File: config.mk
export PLATFORM = sky130hd
export DESIGN_NAME = universal_shift_register
export DESIGN_NICKNAME = d
export VERILOG_FILES = /design/src/rtl/universal_shift_register.sv
export SDC_FILE = /design/constraint.sdc
export NUM_CORES = 1
export LEC_CHECK = 0
export ABC_AREA = 1
export BUFFER_PORTS_ARGS = -buffer_cell sky130_fd_sc_hd__buf_2
export CORE_MARGIN = 2
export CORE_UTILIZATION = 35
export CTS_BUF_LIST = sky130_fd_sc_hd__clkbuf_16
export CTS_CLUSTER_SIZE = 14
export DETAILED_ROUTE_END_ITERATION = 8
export GPL_TIMING_DRIVEN = 0
export PLACE_DENSITY = 0.69
export SLEW_MARGIN = 25
export SYNTH_ARGS = -nofsm -noshare
export SYNTH_HDL_FRONTEND = slang
export SYNTH_SLANG_ARGS = --single-unit
File: constraint.sdc
create_clock -name clk -period 1.3 [get_ports clk]
set_clock_uncertainty 0.15 [all_clocks]
set_input_delay 0.26 -clock clk [delete_from_list [all_inputs] [get_ports clk]]
set_output_delay 0.26 -clock clk [all_outputs]
set_load 0.01 [all_outputs]
File: src/rtl/universal_shift_register.sv
// Parametrised universal shift register: shift/rotate/arithmetic shift, parallel load,
// saturating shift counter with word-complete pulse. Optional parity output via SHIFT_REG_PARITY_EN.
module universal_shift_register #(
  parameter int               WIDTH       = 8,
  parameter logic [WIDTH-1:0] RESET_VALUE = '0
) (
  input  logic                         clk,
  input  logic                         reset,
  input  logic                         en,
  input  logic [2:0]                   mode,
  input  logic                         in,
  input  logic [WIDTH-1:0]             load_data,
  output logic [WIDTH-1:0]             out,
  output logic                         msb_out,
  output logic                         lsb_out,
  output logic [$clog2(WIDTH+1)-1:0]   shift_count,
`ifdef SHIFT_REG_PARITY_EN
  output logic                         parity,
`endif
  output logic                         word_done
);

  localparam int CW = $clog2(WIDTH+1);
  localparam logic [CW-1:0] FULL = CW'(WIDTH);

  typedef enum logic [2:0] {
    MODE_HOLD = 3'b000,
    MODE_SHR  = 3'b001,
    MODE_SHL  = 3'b010,
    MODE_ROR  = 3'b011,
    MODE_ROL  = 3'b100,
    MODE_LOAD = 3'b101,
    MODE_ASR  = 3'b110,
    MODE_RSVD = 3'b111
  } mode_t;

  logic [WIDTH-1:0] next_reg;
  logic             is_shift;
  logic             is_load;

  always_comb begin
    next_reg = out;
    is_shift = 1'b0;
    is_load  = 1'b0;
    case (mode_t'(mode))
      MODE_SHR:  begin next_reg = {in, out[WIDTH-1:1]};         is_shift = 1'b1; end
      MODE_SHL:  begin next_reg = {out[WIDTH-2:0], in};         is_shift = 1'b1; end
      MODE_ROR:  begin next_reg = {out[0], out[WIDTH-1:1]};     is_shift = 1'b1; end
      MODE_ROL:  begin next_reg = {out[WIDTH-2:0], out[WIDTH-1]}; is_shift = 1'b1; end
      MODE_ASR:  begin next_reg = {out[WIDTH-1], out[WIDTH-1:1]}; is_shift = 1'b1; end
      MODE_LOAD: begin next_reg = load_data;                    is_load  = 1'b1; end
      default:   next_reg = out;
    endcase
  end

  // word_done fires only on the WIDTH-1 -> WIDTH transition; the count then saturates
  always_ff @(posedge clk) begin
    if (reset) begin
      out         <= RESET_VALUE;
      shift_count <= '0;
      word_done   <= 1'b0;
    end else if (en) begin
      out       <= next_reg;
      word_done <= is_shift && (shift_count == FULL - 1'b1);
      if (is_load)
        shift_count <= '0;
      else if (is_shift && shift_count != FULL)
        shift_count <= shift_count + 1'b1;
    end else begin
      word_done <= 1'b0;
    end
  end

`ifdef SHIFT_REG_PARITY_EN
  // parity tracks the next-state value so it changes on the same edge as out
  always_ff @(posedge clk) begin
    if (reset)
      parity <= ^RESET_VALUE;
    else if (en)
      parity <= ^next_reg;
  end
`endif

  assign msb_out = out[WIDTH-1];
  assign lsb_out = out[0];

endmodule

* Yosys cells after proc, flatten, opt, wreduce, memory -nomap -nowiden
Index checks and enable logic that the tools add are counted.
** Storage, ports and cells
- Register bits :: 13
- Output and inout port bits :: 15
** Cells by class
- Bitwise logic cells :: 2
- Equality and inequality tests :: 8
- Reduce and logical (&&, ||, !) cells :: 10
- Add/sub/neg operators :: 1
- Multiplexer cells :: 5
** Operator list (count)
- case mux 8 bit (6 select lines) :: 1
- == test 3 bit, second input constant :: 3
- 2-to-1 mux 4 bit :: 2
- == test 3 x 2 -> 1 bit, second input constant :: 2
- nonzero test 6 bit :: 1
- nonzero test 5 bit :: 1
- OR reduction 5 bit :: 1
- adder 4 x 1 -> 4 bit, second input constant :: 1
- == test 4 x 3 -> 1 bit, second input constant :: 1
- inequality test 4 bit, second input constant :: 1
- AND reduction 2 bit :: 2
- == test 3 x 1 -> 1 bit, second input constant :: 1
- AND reduction 3 bit :: 1
- logical AND 1 bit :: 2
- 2-to-1 mux 1 bit :: 2
- NOT 1 bit :: 2
- nonzero test 2 bit :: 1
- OR reduction 2 bit :: 1

* Longest topological paths before layout
Gate-level depths: netlist (run 1).
- Depth after elaboration :: 6
- Gate-level depth with buffers :: 8

* Worst setup path after synthesis (run 1)
OpenSTA, ideal clock, no wires.
- Kind :: register to register
- Start :: reg shift_count[0]
- End :: reg shift_count[3]
- Buffers on the path :: 0
- Slack :: -0.047 ns
- Clock period less this slack :: 1.347 ns
- Stages on the path, launching flop included :: 7
- Setup time :: 0.112 ns
- Required time :: 1.038 ns
- Data arrival time :: 1.085 ns
- Cells stage by stage :: dfxtp_1 -> inv_1 -> ha_1 -> nand3_1 -> nand3_1 -> nor2_1 -> nor2_1
** Between the ends
- Cells in the longest elaborated chain, start to end :: 4
** RTL lines
- start: declaration :: line 16 : output logic [$clog2(WIDTH+1)-1:0] shift_count,
- start signal: assignment :: line 68 : shift_count <= shift_count + 1'b1;
- branches (longest 4 deep; another with adder 4 x 1 -> 4 bit)
Several ways; the timed one is not identified. The select of a mux whose other input is x is not followed.
A chain may end at the register's enable or synchronous reset.

* Worst setup path in the final report (run 1)
- Start :: reg out[0]
- End :: out out[0]
** RTL lines
- start: declaration :: line 13 : output logic [WIDTH-1:0] out,
- start signal: assignment :: line 63 : out <= next_reg;
No word-level cell between the ends.

==> results.md, run 1 <==
- Detailed placement finished with a half-perimeter wire length of between 1.5 and 2 mm.
- The worst-case IR drop observed on VDD is 0.827 mV.
- The number of placement rows is 18.
- The routed via count divided by cell count is approximately 4.7.
- For the worst-skew pair, the clock arrives at the later sink with an insertion delay of between 200 and 250 ps.
- The count of buffers added on input and output ports is 27.
- The worst setup path is launched from a register.
- The depth of the most critical reg-to-reg path is 6.
- The routability congestion estimate from global placement is 0.776.
- The final layout contains a little over 200 nets.
- In this run, synthesis produced a sequential element count of 13.
- The clock tree from TritonCTS is built.
- For this run, the slowest stage of the critical path takes roughly 370 ps.
- At the end of the flow the core is filled with cells to 0.496.
- The clock buffer count from CTS is 3.
- The maximum level of the CTS H-tree is 1.
- Once detail routing completed, the nets flagged for antenna violations numbered 0.
- The run finished with clean final reports.
- The endpoint of the most critical setup path is out[0].
- The wire length of the first global-routing pass is roughly 3.8 mm.
- The max-cap violation count is 0.
- The post-synthesis area per instance is around 6 sq um.
- The number of sinks driven by the clock tree is 13.
- The number of distinct library cells after synthesis is 18.
- The data required time of the worst path is 890 ps.
- The setup path with the least slack is of type register to output pin.
- The startpoint of the worst setup timing path is out[0]$_SDFFE_PP0P_.
- The number of buffers inserted by hold repair at cts is 0.
- The via count of the first global-routing pass is 935.
- The number of antenna violations at the first check in global routing is 0.
- The number of setup violations in the final report is 0.
- In the synthesized netlist, the number of instances is approximately 160.
- Detailed routing inserted a total of about 1.0k vias.
- The critical path goes through buf_4 > buf_2.
- The startpoint identified for the worst register-to-register timing path is shift_count[0]$_SDFFE_PP0P_.
- The fraction of layout cells with a size suffix above 1 is 0.332.
- For this run, design rule violations remaining after detail routing come to 0.
- Compared with the post-synthesis result, the final layout area differs by 33.2%.
- The count of antenna diodes in the layout is 0.
- Among all stages on the critical path, the largest delay is contributed by dfxtp_2.
- The y dimension of the die is ~56 microns.
- Counting I/O delays and the setup requirement, the final critical path takes between 1000 and 1500 ps.
- The width of the die is approximately 56 microns.
- The peak clock frequency supported by timing is approximately 800 MHz.
- The starting DRC count in detailed routing is 19.
- The pre-antenna-repair detailed-routing pass consisted of 4 iterations.
- The endpoint identified for the worst register-to-register timing path is shift_count[3]$_SDFFE_PP0P_.
- The cell leakage power is 0.670 nW.
- The core region is 0.00250 sq mm.
- The max-slew violation total from the final report was 0.
- The number of standard cells in the layout, taps in and fillers out is roughly 220.
- The initial utilization of the core area, before any placement, comes to 0.373.
- Entering global routing, the biggest net connects 11 pins.
- The total routed wirelength is ~2.3 mm.
- The worst-margin pin slew is around 500 ps.
- The worst setup slack after placement is -198 ps.
- The count of final hold-check violations is 0.
- In the finished design, the share of the clock period the worst path needs comes to 0.964.
- STA classifies the critical path endpoint as an output pin.
- In the global route stage, overall resource usage came out at 0.153.
- Setup repair after global routing could not meet its margin everywhere.
- The design draws about 1.4 mW.
- Dividing the detail-routed wire length by the instance count gives approximately 11 microns.
- In this run the power density over the cells is between 1000 and 1500 mW/mm^2.
- The data arrival time of the critical path is between 800 and 900 ps.
- The clock root buffer is clkbuf_16.
- The synthesized cell area is roughly 930 sq um.
- When the netlist entered floorplanning its net count stood at 172.
- The path class of the lowest-slack min-delay path is input pin to register.
- The die outline area is roughly 0.003 sq mm.
- In this run the register-to-register setup slack is roughly 60 ps.
- The tightest slew margin relative to the limit is 0.666.
- The highest fanout seen on the critical path is 5.
- The final critical-path setup slack is between 40 and 50 ps.
- The count of boundary I/O pins is 30.
- Leaving out fill and tap cells, the most frequent cell in the layout is nand2_1.
- The worst hold path depth is 4.
- Summed over all layers, the global routing overflow is 0.
- The top cell types in the final layout, fill and taps aside, are nand2_1 (47), buf_2 (27), nor2_1 (22).
- The share of synthesized area occupied by flip-flops and latches is 0.279.
- The buffer depth of the longest clock path is 2.
- The number of warnings issued by yosys is 0.
- In this run, placement finished with an instance count of roughly 210.
- The CTS clock-pin slew for the worst setup and hold paths is about 50 ps.
[logic make-up (layout without fill, tap and decap cells)]
| logic type | after synthesis | in the layout | share of synthesized area |
|---|---|---|---|
| XOR/XNOR | 1 | 1 | 0.00940 |
| adder cells (fa/ha/maj) | 2 | 2 | 0.0268 |
| flip-flops | 13 | 13 | 0.279 |
| AO/OA/AOI/OAI | 4 | 4 | 0.0470 |
| buffers and inverters | 29 | 61 | 0.141 |
| AND/OR/NAND/NOR | 106 | 106 | 0.497 |
[repair_timing]
action | in CTS | in global routing
buffers inserted | 0 | 1
cloned | 0 | 0
pin swaps | 0 | 4
gates resized for setup | 3 | 14
endpoints found under the setup margin | 5 | 12
[area by class of cell]
cell class                      instances  area, sq um
Buffer                                  6         45.0
Clock buffer                            3         75.1
Clock inverter                          1         3.75
Fill cell                             261         1260
Inverter                               23         88.8
Multi-Input combinational cell        113          583
Sequential cell                        13          265
Tap cell                               30         37.5
Timing Repair Buffer                   28          143
[how the worst min path moves through the flow]
stage                                endpoint                start  slack [ps]
after global placement    out[4]$_SDFFE_PP0P_  out[4]$_SDFFE_PP0P_         400
after global routing      out[5]$_SDFFE_PP0P_                reset         170
after floorplan           out[4]$_SDFFE_PP0P_                reset         290
final                     out[0]$_SDFFE_PP0P_                reset         150
after detailed placement  out[5]$_SDFFE_PP0P_  out[5]$_SDFFE_PP0P_         400
after CTS                 out[0]$_SDFFE_PP0P_                reset         150
[routing by layer]
layer | track usage | part of all wire | vias up
met5 | 0 | 0 | -
met4 | 0.0976 | 0.022 | 0
met3 | 0.0372 | 0.056 | 6
met2 | 0.238 | 0.47 | 25
met1 | 0.187 | 0.45 | 441
li1 | - | - | 550
[cells in the mapped netlist (all sizes together)]
| cell | n | area, sq um |
|---|---|---|
| ha | 2 | 25.0 |
| nor3 | 1 | 5.00 |
| clkbuf | 1 | 7.51 |
| nand3 | 17 | 85.1 |
| xor2 | 1 | 8.76 |
| nand2 | 57 | 236 |
| inv | 23 | 86.3 |
| dfxtp | 13 | 260 |
| nor2 | 23 | 86.3 |
| nand4 | 8 | 50.1 |
| o211ai | 4 | 43.8 |
| buf | 5 | 37.5 |
[worst max-delay path, delay by kind of cell (launching register included)]
kind | cells | cell delay, ps
flops | 1 | 370
buf+inv | 2 | 230
[flip-flops by register name (all words and copies together) (netlist names)]
name / cells
out: 8
shift_count: 4
word_done: 1
[per-stage QoR]
stage | hold WS [ps] | instance area [sq um] | setup TNS (ps)
after floorplan | 293 | 935 | 0
after global placement | 398 | 1110 | -1980
after detailed placement | 396 | 1110 | -1990
after CTS | 153 | 1200 | 0
after global routing | 166 | 1240 | -107
final | 153 | 1240 | 0
[where the power goes]
group / internal [mW] / switching (mW)
clock network: 0.406 / 0.169
registers: 0.436 / 0.0366
logic: 0.144 / 0.201
Note: power is estimated with default switching activity, not from simulation.
==> run 2: changes to the inputs <==
==> constraint.sdc (replaced) <==
create_clock -name clk -period 1.02 [get_ports clk]
set_clock_uncertainty 0.15 [all_clocks]
set_input_delay 0.204 -clock clk [delete_from_list [all_inputs] [get_ports clk]]
set_output_delay 0.204 -clock clk [all_outputs]
set_load 0.05 [all_outputs]
==> run 2 against run 1 <==
Effect of this change: the flow now finishes with violations (setup timing); non-clock buffer count is 24 higher; die area did not move; via count grew 23%; sequential share of layout area decreased by 5.9 points; critical path depth stayed put; design area grew 57%; final cell count up 11%; first-iteration DRC count grew to 2.9 times the previous value; worst setup slack lost 280 ps.
==> results.md, run 2 (synthesized netlist as in run 1, its figures left out) <==
- The flow ran to the end, but the final reports show violations.
- The final reports fail on setup timing.
- The register with the highest flop count is out.
- The max-slew violation total from the final report is 0 (unchanged).
- The routability congestion estimate from global placement is 0.836 (+7.7%).
- The final net count is 229 (+12%).
- The number of buffers inserted by hold repair at cts was 0 (unchanged).
- The count of port buffers added during placement is 27 (unchanged).
- The category of the worst setup path launch point is a register.
- The net switching power figure is 0.853 mW (+110%).
- The startpoint identified for the worst hold timing path is reset.
- The top cell types in the final layout, fill and taps aside, are nand2_1 (37), nor2_1 (16), inv_1 (14), buf_8 (14), buf_6 (14).
- The number of setup violations in the final report came to 23 (+23).
- Setup repair after global routing could not meet its margin everywhere.
- The root buffer cell chosen for the clock tree is clkbuf_16.
- The detail-routed net length per standard cell is 14.9 microns (+41%).
- The via count of the first global-routing pass was 1108 (+19%).
- The combinational share of power came to 0.422 (+0.174).
- The count of boundary I/O pins is 30 (unchanged).
- The total placed instance area is 0.00122 sq mm (+10%).
- The startpoint of the worst setup timing path is shift_count[0]$_SDFFE_PP0P_.
- The starting DRC count in detailed routing is 55 (+36).
- The beginning of the worst register-to-register path is out[0]$_SDFFE_PP0P_.
- The sort of element at the end of the critical path is an output pin.
- The number of antenna violations at the first check in global routing came to 0 (unchanged).
- The tightest min-delay check is of the input pin to register type.
- The routed via count divided by cell count is 5.23 (+11%).
- The data required time of the worst path is 670 ps (-220 ps).
- For this design, the slowest cell found on the critical path is dfxtp_4.
- Traced cell by cell, the critical path runs through buf_4 > buf_8.
- Timing would allow up to approximately 800 MHz.
- The CTS clock-pin slew for the worst setup and hold paths was 50 ps (about the same).
- The clock buffer count from CTS is 3 (unchanged).
- The width of the die is 55.6 microns (unchanged).
- The overall track demand over capacity in global routing is 0.191 (+0.0387).
- The max-cap violation count is 0 (unchanged).
- The buffer depth of the longest clock path is 2 (unchanged).
- The total routed wirelength is 3.60 mm (+56%).
- The area of all placed cells without fillers is 0.00195 sq mm (+57%).
- The data arrival time of the critical path is 890 ps (+50 ps).
- The largest stage delay on the critical path came to 360 ps (about the same).
- TritonCTS built the clock tree.
- The worst supply voltage drop on vdd is 1.18 mV (+43%).
- The die outline area is 0.00309 sq mm (unchanged).
- The maximum level of the CTS H-tree is 1 (unchanged).
- The layout-stage area growth over the synthesis result is 109%.
- The kind of critical path is register to output pin.
- The largest registers in the layout are out x8, shift_count x4, word_done x1.
- The pin count of the biggest net entering global routing is 11 (unchanged).
- The worst-margin pin slew is 217 ps (-284 ps).
- The final critical-path setup slack came to -228 ps (-275 ps).
- The switching share of total power is 0.357 (+0.0649).
- The fraction of layout cells with a size suffix above 1 is 0.597 (+0.266).
- The depth of the most critical reg-to-reg path was 7 (+1).
- The total internal power came to 1.53 mW (+56%).
- The source-to-sink clock delay at the later pin of the worst-skew pair was 250 ps (about the same).
- The count of unresolved DRC violations after routing is 0 (unchanged).
- The areal power density over the cells is 1220 mW/mm^2 (+9.2%).
- The wire length of the first global-routing pass is 4.87 mm (+27%).
- The highest fanout seen on the critical path is 3 (-2).
- The total number of vias is 1261 (+23%).
- The global route total overflow is 0 (unchanged).
- The cell leakage power is 0.944 nW (+41%).
- The power share of the sequential group was 0.256 (-0.083).
- The number of routed nets with antenna violations came to 0 (unchanged).
- The number of placement rows came to 18 (unchanged).
- The worst setup slack after placement is -423 ps (-225 ps).
- Subtracting the final worst setup slack from the clock period gives 1250 ps.
- The count of antenna diodes in the layout is 0 (unchanged).
- The placeable core region is 0.00250 sq mm (unchanged).
- The part of the cycle the worst path needs is 1.22.
- The number of flip-flops in the largest register was 8 (unchanged).
- The tightest slew margin relative to the limit is 0.855 (+0.189).
- The count of final hold-check violations is 0 (unchanged).
- The initial core utilization is 0.373 (unchanged).
- The y dimension of the die was 55.6 microns (unchanged).
- The number of sinks driven by the clock tree is 13 (unchanged).
- The final HPWL from detailed placement came to 1.74 mm (+8.0%).
- The iteration count of the initial detailed-routing pass is 5 (+1).
- The share of total power in the clock network came to 0.322 (-0.091).
- The leading cell type in the layout, fill and taps excluded is nand2_1.
- The final-layout fill cell count is 160 (-39%).
- The worst hold path depth is 4 (unchanged).
[run 2: path summary, 6_finish.rpt]
kind | to | slack, ps
max | shift_count[0] | -230
min | out[4]$_SDFFE_PP0P_ | 80
max reg2reg | out[7]$_SDFFE_PP0P_ | -190
min reg2reg | shift_count[1]$_SDFFE_PP0P_ | 430
[run 2: per-layer routing]
metal  track usage  share of wire  vias to the layer above
met2         0.350           0.55                       48
met4        0.0279          0.024                        0
met3        0.0535          0.058                       10
li1              -              -                      606
met5             0              0                        -
met1         0.225           0.37                      597
[run 2: critical path, delay by kind of cell (launching register included)]
| kind | cells | cell delay (ps) |
|---|---|---|
| buffers and inverters | 2 | 280 |
| flip-flops | 1 | 360 |
[run 2: final cells by class]
type	instances	area (sq um)	share of cell area
Timing Repair Buffer	52	566	0.290
Inverter	23	119	0.0610
Clock inverter	1	5.00	0.00257
Tap cell	30	37.5	0.0193
Buffer	6	70.1	0.0359
Sequential cell	13	302	0.155
Clock buffer	3	75.1	0.0385
Multi-Input combinational cell	113	776	0.398
[run 2: what timing repair did]
action	4_1_cts	5_1_grt
gates cloned	1	0
buffers inserted	17	7
gates resized for setup	71	52
setup endpoints to repair	28	28
pin swaps	10	28
hold endpoints to repair	0	0
[run 2: through the flow]
step	power, mW	hold slack, ps	TNS (ps)	std cells	utilization
after detailed placement	1.21	344	-4550	212	0.489
after global routing	2.49	104	-3500	241	0.780
after global placement	1.20	337	-4280	212	0.489
final	2.39	79.2	-2580	241	0.780
after floorplan	1.08	227	-1890	155	-
after CTS	2.20	89.7	-2260	234	0.677
[run 2: power by group through the flow]
stage | Combinational [mW] | Clock (mW) | Sequential, mW
detailed placement | 0.599 | 0 | 0.614
global placement | 0.589 | 0 | 0.610
floorplan | 0.328 | 0 | 0.750
finish | 1.01 | 0.769 | 0.611
global route | 1.07 | 0.802 | 0.616
CTS | 0.835 | 0.760 | 0.607
==> run 3: changes to the inputs <==
Settings changed: PLACE_DENSITY 0.69 to 0.67, SKIP_LAST_GASP set to 1.
Clock period 1.02 ns to 1.2 ns, I/O delays scaled along.
==> run 3 against run 2 <==
Effect of this change: design area is 23% lower; clock-buffer cell count stayed put; the flow still finishes with violations (setup timing); largest cell class unchanged; register-to-register slack improved by 160 ps; global-route usage shrank 1.9 points.
==> results.md, run 3 (synthesized netlist as in run 1, its figures left out) <==
- The flow ran to the end, but the final reports show violations.
- The final reports fail on setup timing.
- The final critical-path setup slack is -29.5 ps (+198 ps).
- The combinational share of power is 0.353 (-0.069).
- The CTS clock-pin slew for the worst setup and hold paths is 50 ps (about the same).
- The worst setup path is of the register to register kind.
- The worst supply voltage drop on vdd is 0.678 mV (-43%).
- The cell leakage power is 0.740 nW (-22%).
- The maximum level of the CTS H-tree is 1 (unchanged).
- The max-slew violation total from the final report was 0 (unchanged).
- The y dimension of the die is 55.6 microns (unchanged).
- The total routed wirelength came to 2.60 mm (-28%).
- The buffer depth of the longest clock path is 2 (unchanged).
- The register with the highest flop count is out.
- The cell count after placement is 212 (unchanged).
- The number of flip-flops in the largest register is 8 (unchanged).
- The iteration count of the initial detailed-routing pass is 4 (-1).
- The number of setup violations in the final report is 5 (-78%).
- The source-to-sink clock delay at the later pin of the worst-skew pair is 240 ps (about the same).
- The areal power density over the cells was 1190 mW/mm^2 (-3.2%).
- The number of buffers inserted by hold repair at cts was 0 (unchanged).
- The total number of vias came to 1073 (-15%).
- Setup repair after global routing could not meet its margin everywhere.
- The clock buffer count from CTS is 3 (unchanged).
- The worst-margin pin slew was 497 ps (+280 ps).
- The count of unresolved DRC violations after routing is 0 (unchanged).
- The routed via count divided by cell count came to 4.83 (-7.6%).
- The switching share of total power is 0.342 (-0.0151).
- The global route total overflow came to 0 (unchanged).
- The path class of the lowest-slack min-delay path is input pin to register.
- The data arrival time of the critical path was 1250 ps (+360 ps).
- The top cell types in the final layout, fill and taps aside, are nand2_1 (47), nor2_1 (20), inv_1 (17).
- The count of port buffers added during placement came to 27 (unchanged).
- TritonCTS built the clock tree.
- The tightest slew margin relative to the limit is 0.668 (-0.186).
- The utilization of the core after routing was 0.601 (-0.179).
- The worst path in the final design needs a cycle of ~1200 ps, including I/O delays and setup.
- The number of antenna violations at the first check in global routing is 0 (unchanged).
- The die outline area is 0.00309 sq mm (unchanged).
- The number of placement rows is 18 (unchanged).
- The count of boundary I/O pins is 30 (unchanged).
- The data required time of the worst path is 1220 ps (+550 ps).
- The number of routed nets with antenna violations came to 0 (unchanged).
- Based on the critical path, the design can be clocked at up to between 800 and 900 MHz.
- The wire length of the first global-routing pass came to 4.38 mm (-10%).
- The pin count of the biggest net entering global routing came to 11 (unchanged).
- The final HPWL from detailed placement is 1.71 mm (-2.1%).
- The via count of the first global-routing pass is 1024 (-7.6%).
- The width of the die is 55.6 microns (unchanged).
- Clock tree synthesis selected as its root buffer the cell clkbuf_16.
- The detail-routed net length per standard cell is 11.7 microns (-22%).
- The number of sinks driven by the clock tree is 13 (unchanged).
- The routability congestion estimate from global placement is 0.741 (-11%).
- The category of the worst setup path launch point is a register.
- The overall track demand over capacity in global routing is 0.172 (-0.0191).
- The number of standard cells in the layout, taps in and fillers out is 222 (-7.9%).
- The total placed instance area is 0.00118 sq mm (-3.8%).
- The layout-stage area growth over the synthesis result is 61.1%.
- The area of all placed cells without fillers is 0.00150 sq mm (-23%).
- The part of the cycle the worst path needs is 1.02.
- The total internal power was 1.17 mW (-24%).
- The count of antenna diodes in the layout is 0 (unchanged).
- The share of total power in the clock network is 0.353 (+0.031).
- The highest fanout seen on the critical path is 4 (+1).
- The count of final hold-check violations is 0 (unchanged).
- The initial core utilization is 0.373 (unchanged).
- The placeable core region was 0.00250 sq mm (unchanged).
- The fraction of layout cells with a size suffix above 1 is 0.411 (-0.186).
- The worst setup path is captured at a register.
- The max-cap violation count is 0 (unchanged).
- The power share of the sequential group is 0.294 (+0.038).
- The final net count was 210 (-8.3%).
- The net switching power figure is 0.609 mW (-29%).
- The largest registers in the layout are out x8, shift_count x4, word_done x1.
- The leading cell type in the layout, fill and taps excluded is nand2_1.
- The starting DRC count in detailed routing was 27 (-51%).
run 3: changes by cell type in the layout (fill, tap and decap cells not counted), moves of 5 or more:
cell	before	now
buf_4	13	6
buf_8	14	4
dfxtp_4	10	5
nand2_1	37	47
nand2_2	13	8
nand3_1	6	14
nand3_2	6	0
run 3: repair_timing:
item	4_1_cts	5_1_grt
cloned	0	1
gates resized for setup	42	17
pin swaps	3	9
buffers inserted	3	2
setup endpoints to repair	20	17
run 3: worst paths after layout:
path                               startpoint                     endpoint  slack (ps)  cells after the start
setup reg to reg  shift_count[0]$_SDFFE_PP0P_  shift_count[0]$_SDFFE_PP0P_         -30                      7
hold reg to reg           out[1]$_SDFFE_PP0P_          out[1]$_SDFFE_PP0P_         400                      4
setup / recovery  shift_count[0]$_SDFFE_PP0P_  shift_count[0]$_SDFFE_PP0P_         -30                      7
hold / removal                          reset          out[5]$_SDFFE_PP0P_         130                      4
run 3: final cells by class:
| class | count | area [sq um] |
|---|---|---|
| plain buffers | 6 | 60.1 |
| multi-input cells | 113 | 618 |
| fillers | 230 | 998 |
| well taps | 30 | 37.5 |
| inverters | 23 | 103 |
| clock buffers | 3 | 75.1 |
| clock inverters | 1 | 3.75 |
| repair buffers | 33 | 317 |
| flip-flops and latches | 13 | 288 |
run 3: power by group through the flow:
stage / Combinational (mW) / Sequential, mW / Clock, mW
2_1_floorplan: 0.267 / 0.639 / 0
3_3_place_gp: 0.485 / 0.521 / 0
3_5_place_dp: 0.495 / 0.522 / 0
4_1_cts: 0.588 / 0.521 / 0.647
5_1_grt: 0.679 / 0.530 / 0.667
6_report: 0.628 / 0.524 / 0.628
run 3: per-stage QoR:
| stage | TNS (ps) | power, mW | hold slack (ps) | setup WS, ps |
|---|---|---|---|---|
| 6_report | -73.5 | 1.78 | 131 | -29.5 |
| 5_1_grt | -314 | 1.88 | 146 | -71.5 |
| 4_1_cts | -54.1 | 1.76 | 119 | -52.9 |
| 3_5_place_dp | -2630 | 1.02 | 376 | -270 |
| 3_3_place_gp | -2440 | 1.01 | 371 | -244 |
| 2_1_floorplan | -109 | 0.905 | 266 | -39.8 |
run 3: worst max-delay path, cell delays in order, from the launching register on:
cell,delay (ps)
dfxtp_4,380
inv_4,50
ha_4,150
nand3_4,100
nand3_4,110
nand2_1,110
inv_1,50
nor2_1,80
run 3: metal layers:
| layer | GRT usage | share of wire | vias to the layer above |
|---|---|---|---|
| met4 | 0.0627 | 0.011 | 0 |
| li1 | - | - | 559 |
| met5 | 0 | 0 | - |
| met2 | 0.287 | 0.48 | 32 |
| met1 | 0.220 | 0.44 | 478 |
| met3 | 0.0326 | 0.066 | 4 |
